## config.mk

```make
export PLATFORM = sky130hd
export DESIGN_NAME = tx
export DESIGN_NICKNAME = d
export VERILOG_FILES = /design/src/rtl/tx.sv
export SDC_FILE = /design/constraint.sdc
export NUM_CORES = 1
export LEC_CHECK = 0
export BUFFER_PORTS_ARGS = -buffer_cell sky130_fd_sc_hd__buf_2
export CAP_MARGIN = 15
export CORE_MARGIN = 2
export CORE_UTILIZATION = 35
export CTS_CLUSTER_SIZE = 16
export DETAILED_ROUTE_END_ITERATION = 16
export PLACE_DENSITY = 0.52
export SYNTH_ARGS = -nofsm -noshare
export SYNTH_HDL_FRONTEND = slang
export SYNTH_SLANG_ARGS = --single-unit
```

## constraint.sdc

```tcl
create_clock -name clk -period 2.6 [get_ports clk]
set_input_delay 0.52 -clock clk [delete_from_list [all_inputs] [get_ports clk]]
set_output_delay 0.52 -clock clk [all_outputs]
set_load 0.02 [all_outputs]
```

## src/rtl/tx.sv

```systemverilog
// Serial transmitter: 8N1/8N2 framing, MSB first, one-entry holding buffer.
// Ports: clk, rst, en, tx_pi/tx_load in; tx_so, tx_busy, tx_ready, tx_done out.
module tx #(
  parameter int CLKS_PER_BIT = 8,
  parameter int STOP_BITS    = 1
) (
  input  logic       clk,
  input  logic       rst,
  input  logic       en,
  input  logic [7:0] tx_pi,
  input  logic       tx_load,
  output logic       tx_so,
  output logic       tx_busy,
  output logic       tx_ready,
  output logic       tx_done
);

  localparam int BW =
    (CLKS_PER_BIT > 1) ? $clog2(CLKS_PER_BIT) : 1;
  localparam logic [BW-1:0] BAUD_MAX =
    BW'(CLKS_PER_BIT - 1);
  localparam logic [BW-1:0] BAUD_ONE = BW'(1);
  localparam logic STOP_LAST = 1'(STOP_BITS - 1);

  typedef enum logic [1:0] {
    S_IDLE,
    S_START,
    S_DATA,
    S_STOP
  } state_e;

  state_e          state_q, state_d;
  logic [7:0]      hold_q, hold_d;
  logic            full_q, full_d;
  logic [7:0]      shreg_q, shreg_d;
  logic [BW-1:0]   baud_q, baud_d;
  logic [2:0]      bit_q, bit_d;
  logic            stop_q, stop_d;
  logic            so_q, so_d;
  logic            done_q, done_d;

  logic baud_zero;
  logic last_stop;

  assign baud_zero = (baud_q == '0);
  assign last_stop = (stop_q == STOP_LAST);

  always_comb begin
    state_d = state_q;
    hold_d  = hold_q;
    full_d  = full_q;
    shreg_d = shreg_q;
    baud_d  = baud_q;
    bit_d   = bit_q;
    stop_d  = stop_q;
    so_d    = so_q;
    // the done pulse never survives an edge, even a frozen one
    done_d  = 1'b0;

    if (en) begin
      unique case (state_q)
        S_IDLE: begin
          so_d = 1'b1;
          if (full_q) begin
            shreg_d = hold_q;
            full_d  = 1'b0;
            baud_d  = BAUD_MAX;
            so_d    = 1'b0;
            state_d = S_START;
          end
        end
        S_START: begin
          if (baud_zero) begin
            baud_d  = BAUD_MAX;
            so_d    = shreg_q[7];
            bit_d   = 3'd0;
            state_d = S_DATA;
          end else begin
            baud_d = baud_q - BAUD_ONE;
          end
        end
        S_DATA: begin
          if (baud_zero) begin
            shreg_d = shreg_q << 1;
            baud_d  = BAUD_MAX;
            if (bit_q != 3'd7) begin
              // next bit is the one about to move into [7]
              so_d  = shreg_q[6];
              bit_d = bit_q + 3'd1;
            end else begin
              so_d    = 1'b1;
              stop_d  = 1'b0;
              state_d = S_STOP;
            end
          end else begin
            baud_d = baud_q - BAUD_ONE;
          end
        end
        S_STOP: begin
          if (baud_zero) begin
            if (last_stop) begin
              if (full_q) begin
                // chain straight into the next frame
                shreg_d = hold_q;
                full_d  = 1'b0;
                baud_d  = BAUD_MAX;
                so_d    = 1'b0;
                state_d = S_START;
              end else begin
                so_d    = 1'b1;
                state_d = S_IDLE;
              end
            end else begin
              stop_d = 1'b1;
              baud_d = BAUD_MAX;
            end
          end else begin
            baud_d = baud_q - BAUD_ONE;
            // raise done as we enter the final clock
            if (last_stop && baud_q == BAUD_ONE) begin
              done_d = 1'b1;
            end
          end
        end
        default: state_d = S_IDLE;
      endcase

      // load needs an empty slot, so it never meets a transfer
      if (tx_load && !full_q) begin
        hold_d = tx_pi;
        full_d = 1'b1;
      end
    end
  end

  always_ff @(posedge clk) begin
    if (rst) begin
      state_q <= S_IDLE;
      hold_q  <= 8'h00;
      full_q  <= 1'b0;
      shreg_q <= 8'h00;
      baud_q  <= '0;
      bit_q   <= 3'd0;
      stop_q  <= 1'b0;
      so_q    <= 1'b1;
      done_q  <= 1'b0;
    end else begin
      state_q <= state_d;
      hold_q  <= hold_d;
      full_q  <= full_d;
      shreg_q <= shreg_d;
      baud_q  <= baud_d;
      bit_q   <= bit_d;
      stop_q  <= stop_d;
      so_q    <= so_d;
      done_q  <= done_d;
    end
  end

  assign tx_so    = so_q;
  assign tx_busy  = (state_q != S_IDLE);
  assign tx_ready = !full_q;
  assign tx_done  = done_q;

endmodule

```

==> flow_summary.yaml <==
status:
  outcome: "completed"
final_layout:
  antenna_cells: 0
  drive_above_1_share_pct: 14.7
  nets: 194
  nFillCells: 411
  syn_to_final_growth_pct: 11.2
yosys:
  synth_cell_types: 31
  postSynthCellCount: 156
  yosys.area.top_type_share_pct: 38.5
  yosysTopAreaCell: "dfxtp_1"
  synthArstFlopShare_pct: 0
  synth_top_flop_cell: "dfxtp_1"
  yosysWarningCount: 0
  synth_common_cells: "27 x dfxtp_1, 20 x nor2_1, 17 x nand2_1"
  avgSynthCellArea_um2: 8.99
  ys_ff_latch: 27
  yosys-top-cells-area: "dfxtp_1 39%, ha_1 9.8%, mux2i_1 8.6%"
  synth-edff-count: 0
  syn_area_um2: 1400
  synth_most_common_cell: "dfxtp_1"
  yosysSeqAreaShare_pct: 38.5
  syn_nets: 179
floorplanning:
  die_h_um: 67.3
  start_util_pct: 35.8
  core_area_um2: 3910
  ios: 16
  die_w_um: 67.3
  design.die.area_um2: 4530
  rows: 23
clock_network:
  clk_pin_slew_ps: 90
  cts_tree: "yes"
  clock_path_buffers: 2
  clock-sinks: 27
  cts_root_buffer: "clkbuf_8"
  post_cts_buffers: 0
  clk_latency_ps: 270
  cts_buffers: 3
  cts_hold_buf: 0
  htree_num_levels: 1
  cts_resized: 0
placement:
  io_buffers: 15
  gp_congestion: 0.761
  hpwlAfterDp_um: 2060
  dpl_worst_slack_ps: 614
worst_setup_path:
  worst_ep_arrival_time_ps: 2230
  crit_required_ps: 2790
  cp_max_fo: 16
  start_kind: "register"
  critPathKind: "register to register"
  end_kind: "register"
power_and_ir_drop:
  powerDensity_nw_per_um2: 815
  peakVddDrop_uv: 248
  leakage_nw: 0.577
sta:
  rsz0062_at_grt: "false"
  hold_ws_ps: 460
  fin_crit_sh_pct: 78.8
  max_slew.worst_pin.slew_ps: 550
  fmax_mhz: 488
  worst_slack_ps: 552
  setup_viol: 0
  fin_crit_ps: 2050
  max_slew_margin_pct: 63.3
  final_max_slew_viol_count: 0
  finalClockSkew_ps: 6.23
  finalHoldViolCount: 0
  fin_setup_tns_ps: 0
global_route:
  antenna_found_initial: 0
  grt_usage_pct: 14.2
  grt_first_pass_wirelength_um: 4890
  grt_max_degree: 29
  first_global_vias: 1105
  grt_overflow_total: 0
detailed_routing:
  drc: 0
  routedWlPerCell_um: 12.8
  drtIter0Drc: 102
  viasPerCell: 5.11
  wirelength_um: 2830
  dr.pass1.iters: 4
  vias: 1125
  ant_nets: 0
job:
  drv_cap: 0
min_path:
  hold_class: "register to register"
critical path, stage by stage (launching register included):
cell and delay [ps]:
dfxtp_1 370, inv_1 160, ha_1 230, buf_4 260, nor2_1 100, a2111oi_4 310
buf_4 250, nor2_1 60, a211oi_1 220
layout by cell type (no fill, tap or decap), types with 2 or more instances in the layout:
cell type,Yosys,final
dfxtp_1,27,27
nor2_1,20,20
nand2_1,17,17
a21oi_1,16,16
buf_2,0,15
mux2i_1,12,12
ha_1,11,11
inv_1,7,7
nand2b_1,5,5
a211oi_1,5,5
nor3_1,3,3
clkbuf_8,0,3
nand3_1,2,2
a2111oi_4,2,2
a211oi_2,2,2
nor2b_1,2,2
a221oi_1,2,2
and2_1,2,2
o21ai_0,2,2
o22ai_1,2,2
buf_4,0,2
registers in the layout, summed over array words and instances, names as in the netlist:
signal	cells
state_q	2
hold_q	8
full_q	1
bit_q	3
baud_q	3
shreg_q	8
tx_so	1
tx_done	1
power breakdown:
part	switching [W]	leakage [nW]	internal [W]	total, W
clock network	0.000131	0.0228	0.000110	0.000241
registers	0.0000426	0.220	0.000466	0.000508
logic	0.000309	0.335	0.000212	0.000521
path summary, 6_finish.rpt:
check,slack [ps],depth (start not counted),end,from
setup reg to reg,550,8,shreg_q[2]$_SDFFE_PP0P_,state_q[0]$_SDFFE_PP0P_
setup / recovery,550,8,shreg_q[2]$_SDFFE_PP0P_,state_q[0]$_SDFFE_PP0P_
hold / removal,460,2,hold_q[4]$_SDFFE_PP0P_,hold_q[4]$_SDFFE_PP0P_
hold reg to reg,460,2,hold_q[4]$_SDFFE_PP0P_,hold_q[4]$_SDFFE_PP0P_
cell families (layout without fill, tap and decap cells):
kind of cell	after synthesis	count (layout)	synth area share (%)
simple gates	57	57	19.0
compound gates	35	35	19.3
flops	27	27	38.5
buf+inv	14	28	4.82
mux	12	12	8.56
fa+ha+maj	11	11	9.81
layout make-up:
class	count	area [um2]	share of cell area, %
inverters	7	26.3	1.69
well taps	50	62.6	4.01
repair buffers	17	90.1	5.78
clock buffers	4	45.0	2.89
flip-flops and latches	27	541	34.7
multi-input cells	115	795	51.0
layer usage:
layer	track usage, %	vias up	wire, um
li1	-	571	-
met1	17.4	527	1330
met2	23.9	22	1360
met3	2.50	5	83
met4	6.89	0	55
met5	0	-	0
through the flow:
step | total power (W) | std cells | utilization (%) | instance area, um2
2_1_floorplan | 0.000925 | 156 | - | 1400
3_3_place_gp | 0.00102 | 216 | 38.7 | 1510
3_5_place_dp | 0.00104 | 216 | 38.7 | 1510
4_1_cts | 0.00128 | 220 | 39.8 | 1560
5_1_grt | 0.00135 | 220 | 39.8 | 1560
6_report | 0.00127 | 220 | 39.8 | 1560
No activity file was read; power rests on OpenSTA's default activity.
